<file path="src/rtl/edge_event_controller.sv">
`timescale 1ns/1ps
// Purpose : sequences an edge detector, then measures one full input cycle
//           (high time and period, in clock cycles) with per-state timeout.
// Latency : result valid the cycle after the closing rising edge is sampled;
//           every output is registered.
// Backpr. : result and timeout flag held stable in DONE until valid_o && ready_i;
//           start_i is ignored (not queued) while busy.
//
// Ports:
//   clk            system clock, rising edge
//   reset          asynchronous active-low reset
//   start_i        one-cycle measurement request (honoured only in IDLE)
//   rising_edge_i  rising-edge pulse from the detector
//   falling_edge_i falling-edge pulse from the detector
//   det_en_o       detector enable, high from ARM through LOW
//   busy_o         high in every state except IDLE
//   high_cnt_o     measured high time
//   period_cnt_o   measured period
//   timeout_o      result qualifier: measurement aborted by the wait timer
//   valid_o        result available (DONE)
//   ready_i        consumer accepts the result
module edge_event_controller #(
    parameter int CNT_W   = 16,
    parameter int TIMEOUT = 1000
) (
    input  logic             clk,
    input  logic             reset,
    input  logic             start_i,
    input  logic             rising_edge_i,
    input  logic             falling_edge_i,
    output logic             det_en_o,
    output logic             busy_o,
    output logic [CNT_W-1:0] high_cnt_o,
    output logic [CNT_W-1:0] period_cnt_o,
    output logic             timeout_o,
    output logic             valid_o,
    input  logic             ready_i
);

    typedef enum logic [2:0] {
        S_IDLE      = 3'd0,
        S_ARM       = 3'd1,
        S_WAIT_RISE = 3'd2,
        S_HIGH      = 3'd3,
        S_LOW       = 3'd4,
        S_DONE      = 3'd5
    } state_t;

    // The timer is compared against TIMEOUT-1: the abort happens on the edge
    // at which tmr would reach TIMEOUT, so a wait state lasts at most TIMEOUT
    // cycles. An expected edge on that same edge is checked first and wins.
    localparam logic [CNT_W-1:0] TMO_LAST = CNT_W'(TIMEOUT - 1);
    localparam logic [CNT_W-1:0] CNT_MAX  = '1;
    localparam logic [CNT_W-1:0] CNT_ONE  = CNT_W'(1);

    // Registered state
    state_t           r_state;
    logic [CNT_W-1:0] r_cnt;
    logic [CNT_W-1:0] r_tmr;
    logic [CNT_W-1:0] r_high;
    logic [CNT_W-1:0] r_period;
    logic             r_timeout;
    logic             r_det_en;
    logic             r_busy;
    logic             r_valid;

    // Next-state values
    state_t           w_state_nxt;
    logic [CNT_W-1:0] w_cnt_nxt;
    logic [CNT_W-1:0] w_tmr_nxt;
    logic [CNT_W-1:0] w_high_nxt;
    logic [CNT_W-1:0] w_period_nxt;
    logic             w_timeout_nxt;

    logic [CNT_W-1:0] w_cnt_inc;
    logic [CNT_W-1:0] w_tmr_inc;
    logic             w_tmr_expire;

    // cnt cannot wrap for legal TIMEOUT in HIGH, but HIGH+LOW together can
    // approach twice TIMEOUT, so saturate rather than wrap.
    assign w_cnt_inc    = (r_cnt == CNT_MAX) ? r_cnt : r_cnt + CNT_ONE;
    assign w_tmr_inc    = r_tmr + CNT_ONE;
    assign w_tmr_expire = (r_tmr == TMO_LAST);

    // ------------------------------------------------------------------
    // State register
    // ------------------------------------------------------------------
    always_ff @(posedge clk or negedge reset) begin
        if (!reset) begin
            r_state <= S_IDLE;
        end else begin
            r_state <= w_state_nxt;
        end
    end

    // ------------------------------------------------------------------
    // Next-state and datapath update
    // ------------------------------------------------------------------
    always_comb begin
        w_state_nxt   = r_state;
        w_cnt_nxt     = r_cnt;
        w_tmr_nxt     = r_tmr;
        w_high_nxt    = r_high;
        w_period_nxt  = r_period;
        w_timeout_nxt = r_timeout;

        case (r_state)
            S_IDLE: begin
                if (start_i) begin
                    w_state_nxt = S_ARM;
                    w_tmr_nxt   = '0;
                end
            end

            // Detector has just been enabled; its first output carries
            // stale history, so both edge inputs are dropped here.
            S_ARM: begin
                w_state_nxt = S_WAIT_RISE;
                w_tmr_nxt   = '0;
            end

            S_WAIT_RISE: begin
                if (rising_edge_i) begin
                    w_state_nxt = S_HIGH;
                    w_cnt_nxt   = CNT_ONE;
                    w_tmr_nxt   = '0;
                end else if (w_tmr_expire) begin
                    w_state_nxt   = S_DONE;
                    w_timeout_nxt = 1'b1;
                    w_high_nxt    = '0;
                    w_period_nxt  = '0;
                    w_tmr_nxt     = '0;
                end else begin
                    w_tmr_nxt = w_tmr_inc;
                end
            end

            S_HIGH: begin
                if (falling_edge_i) begin
                    w_state_nxt = S_LOW;
                    w_high_nxt  = r_cnt;
                    w_cnt_nxt   = w_cnt_inc;
                    w_tmr_nxt   = '0;
                end else if (w_tmr_expire) begin
                    w_state_nxt   = S_DONE;
                    w_timeout_nxt = 1'b1;
                    w_high_nxt    = '0;
                    w_period_nxt  = '0;
                    w_tmr_nxt     = '0;
                end else begin
                    w_cnt_nxt = w_cnt_inc;
                    w_tmr_nxt = w_tmr_inc;
                end
            end

            S_LOW: begin
                if (rising_edge_i) begin
                    w_state_nxt   = S_DONE;
                    w_period_nxt  = r_cnt;
                    w_timeout_nxt = 1'b0;
                    w_tmr_nxt     = '0;
                end else if (w_tmr_expire) begin
                    w_state_nxt   = S_DONE;
                    w_timeout_nxt = 1'b1;
                    w_high_nxt    = '0;
                    w_period_nxt  = '0;
                    w_tmr_nxt     = '0;
                end else begin
                    w_cnt_nxt = w_cnt_inc;
                    w_tmr_nxt = w_tmr_inc;
                end
            end

            // valid_o is high for the whole of DONE, so ready_i alone
            // completes the transfer here.
            S_DONE: begin
                if (ready_i) begin
                    w_state_nxt   = S_IDLE;
                    w_timeout_nxt = 1'b0;
                    w_tmr_nxt     = '0;
                end
            end

            default: begin
                w_state_nxt = S_IDLE;
                w_tmr_nxt   = '0;
            end
        endcase
    end

    // ------------------------------------------------------------------
    // Counters, results and registered status outputs. Status flags are
    // decoded from the next state so they line up with the state register.
    // ------------------------------------------------------------------
    always_ff @(posedge clk or negedge reset) begin
        if (!reset) begin
            r_cnt     <= '0;
            r_tmr     <= '0;
            r_high    <= '0;
            r_period  <= '0;
            r_timeout <= 1'b0;
            r_det_en  <= 1'b0;
            r_busy    <= 1'b0;
            r_valid   <= 1'b0;
        end else begin
            r_cnt     <= w_cnt_nxt;
            r_tmr     <= w_tmr_nxt;
            r_high    <= w_high_nxt;
            r_period  <= w_period_nxt;
            r_timeout <= w_timeout_nxt;
            r_det_en  <= (w_state_nxt inside {S_ARM, S_WAIT_RISE, S_HIGH, S_LOW});
            r_busy    <= (w_state_nxt != S_IDLE);
            r_valid   <= (w_state_nxt == S_DONE);
        end
    end

    assign det_en_o     = r_det_en;
    assign busy_o       = r_busy;
    assign high_cnt_o   = r_high;
    assign period_cnt_o = r_period;
    assign timeout_o    = r_timeout;
    assign valid_o      = r_valid;

endmodule

</file>
<file path="config.mk">
export PLATFORM = sky130hd
export DESIGN_NAME = edge_event_controller
export DESIGN_NICKNAME = d
export VERILOG_FILES = /design/src/rtl/edge_event_controller.sv
export SDC_FILE = /design/constraint.sdc
export NUM_CORES = 1
export LEC_CHECK = 0
export CAP_MARGIN = 15
export CORE_ASPECT_RATIO = 1.4
export CORE_UTILIZATION = 39
export DETAILED_ROUTE_END_ITERATION = 10
export GPL_ROUTABILITY_DRIVEN = 0
export PLACE_DENSITY_LB_ADDON = 0.15
export SYNTH_ARGS = -nofsm -noshare
export SYNTH_HDL_FRONTEND = slang
export SYNTH_SLANG_ARGS = --single-unit
</file>
<file path="constraint.sdc">
create_clock -name clk -period 2.45 [get_ports clk]
set_clock_uncertainty 0.05 [all_clocks]
set_input_delay 0.3675 -clock clk [delete_from_list [all_inputs] [get_ports clk]]
set_output_delay 0.3675 -clock clk [all_outputs]
set_load 0.02 [all_outputs]
</file>
==> flow_summary.json <==
{
  "yosys.area.top_type": "dfrtp_1",
  "irDropWorstVdd_v": 0.0005032,
  "finalCriticalPeriod_ns": 2.241,
  "rsz0062_at_grt": "false",
  "ff2ff_setup_slack_ns": 0.21,
  "die_y_um": 113.9,
  "reg2reg_from": "r_tmr[0]$_DFFE_PN0P_",
  "grt_start_max_net_pins": 47,
  "post-dp-hpwl_um": 6419,
  "run_status": "complete, no violations",
  "initial_core_util_pct": 40.49,
  "antenna_cells": 0,
  "ios": 42,
  "die_area_um2": 9325,
  "worstPathArrival_ns": 2.45,
  "worst_setup_path_end_kind": "flip-flop",
  "via_count": 2962,
  "p_total_mw": 4.168,
  "clock-sinks": 71,
  "n_fill_cell": 798,
  "yosys-top-cells-area": "dfrtp_1 51%, a22o_1 8.5%, o21ai_0 3.4%",
  "leakage_nw": 1.836,
  "tns_ns": 0,
  "coreArea_um2": 8608,
  "crit_cells": 7,
  "synth_edf_count": 0,
  "maxCapViolCount": 0,
  "whs_path_depth": 1,
  "ys_seq_area_share_pct": 50.97,
  "ys.warnings.count": 0,
  "pre_cts_ws_ns": 0.04291,
  "grt_pass1_vias": 2825,
  "critPathMaxStageDelay_ns": 0.42,
  "rows": 40,
  "syn_inst": 339,
  "maxSlewViolCount": 0,
  "finalNetCount": 402,
  "syn-cell-area_um2": 3486,
  "worstMarginPinSlew_ns": 0.6927,
  "required_ns": 2.66,
  "p_per_area_nw_per_um2": 940.6,
  "avgViaCountPerCell": 5.877,
  "relSlewSlack_pct": 53.77,
  "cp-start-kind": "flip-flop",
  "ys.flop_type": "dfrtp_1",
  "grtUsageTotal_pct": 20.87,
  "critPathTopFamily": "simple AND/OR/NAND/NOR gates",
  "slowest_stage": "dfrtp_1",
  "numPortBuffers": 41,
  "cts-htree-levels": 3,
  "drt-initial-drc-count": 189,
  "numCtsBuffers": 9,
  "grt_pass1_wl_um": 14460,
  "cp_max_fo": 7,
  "critical_path_buf_inv_count": 1,
  "async_reset_ff_share_pct": 100.0,
  "synth_seq_cells": 71,
  "hold_path_class": "flip-flop to flip-flop",
  "clockBufferDepth": 2,
  "crit_start": "r_tmr[0]$_DFFE_PN0P_",
  "wire_per_inst_um": 17.79,
  "cts_tree": "built",
  "synth_fp_nets": 347,
  "drive_above_1_share_pct": 13.03,
  "drt_first_pass_iters": 4,
  "synth_top_area_share_pct": 50.97,
  "crit_type": "flip-flop to flip-flop",
  "maxClockFrequency_ghz": 0.4463,
  "path_clk_slew_ns": 0.06,
  "synth_cell_type_count": 60,
  "layout_commonest_cell": "dfrtp_1",
  "path_cells": "ha_1 > and4bb_2 > and4_1 > buf_4 > or2_1 > or3_1 > mux2i_1",
  "syn2layout_area_growth_pct": 27.14,
  "hold_violations": 0,
  "dieWidth_um": 81.90,
  "most-common-layout-cells": "71 x dfrtp_1, 40 x clkdlybuf4s50_1, 34 x a22o_1, 24 x o21ai_0",
  "wl_um": 8966,
  "hold_ws_ns": 0.4452,
  "r2r_cells": 7,
  "grt_overflow_total": 0,
  "setup_slack_ns": 0.2092,
  "hp-start": "high_cnt_o[6]$_DFFE_PN0P_",
  "drc": 0,
  "fin_crit_sh_pct": 91.46,
  "drtAntennaViolNets": 0,
  "final_core_util_pct": 51.48,
  "antenna_found_initial": 0,
  "clkLatencyLatePin_ns": 0.33,
  "setup_violations": 0,
  "syn_area_per_cell_um2": 10.28,
  "clockRootBuffer": "clkbuf_16"
}
[cells in the mapped netlist (6+ instances only)]
cell,n
o21ai_0,24
buf_2,12
o211ai_1,6
inv_1,8
nor3_1,9
a22o_1,34
nor2_1,22
dfrtp_1,71
o31ai_1,7
or3_1,7
nand2_1,19
nand4_1,10
nand3_1,15
a21oi_1,18
[path summary, 6_finish.rpt]
| check | endpoint |
|---|---|
| worst max register to register | r_tmr[6]$_DFFE_PN0P_ |
| worst max-delay path | r_tmr[6]$_DFFE_PN0P_ |
| worst min-delay path | high_cnt_o[6]$_DFFE_PN0P_ |
| worst min register to register | high_cnt_o[6]$_DFFE_PN0P_ |
| max in group asynchronous | r_cnt[2]$_DFFE_PN0P_ |
| min in group asynchronous | period_cnt_o[15]$_DFFE_PN0P_ |
[per-layer routing]
layer  GRT usage, %  vias up  routed length (µm)
li1               -     1401                   -
met4          9.825        0                 207
met3          4.000       18                 302
met5              0        -                   0
met1          24.41     1479                3734
met2          35.87       64                4721
[what timing repair did]
| action | in CTS | in global routing |
|---|---|---|
| setup buffers | 0 | 0 |
| endpoints found under the setup margin | 0 | 32 |
| resized for setup | 0 | 2 |
| hold endpoints to repair | 21 | 0 |
| hold buffers | 1 | 0 |
[metrics by stage]
stage | instance area (µm²) | cells
2_1_floorplan | 3486 | 339
3_3_place_gp | 4079 | 487
3_5_place_dp | 4079 | 487
4_1_cts | 4418 | 504
5_1_grt | 4432 | 504
6_report | 4432 | 504
[logic make-up (layout without fill, tap and decap cells)]
group | count (synthesis) | after routing | share of synthesized area, %
buf+inv | 27 | 87 | 3.769
mux | 2 | 2 | 0.5743
xor+xnor | 6 | 6 | 1.508
simple gates | 114 | 114 | 18.16
compound gates | 117 | 117 | 24.30
fa+ha+maj | 2 | 2 | 0.7178
flops | 71 | 71 | 50.97
[state kept, by name, summed over array words and instances, names as in the netlist]
name	count
timeout_o	1
det_en_o	1
r_cnt	16
valid_o	1
high_cnt_o	16
r_tmr	16
busy_o	1
period_cnt_o	16
r_state	3
[where the power goes]
part	internal (mW)	switching [mW]
registers	1.29	0.157
clock network	0.905	0.525
logic	0.499	0.791
[layout make-up]
type                    count  area [µm²]  area share, %
well taps                 105       131.4          2.964
inverters                   8       30.03         0.6776
repair buffers             63       573.1          12.93
multi-input cells         241        1592          35.91
clock inverters             7       103.9          2.343
flip-flops and latches     71        1777          40.09
clock buffers               9       225.2          5.082
(Power assumes the default switching activity.)
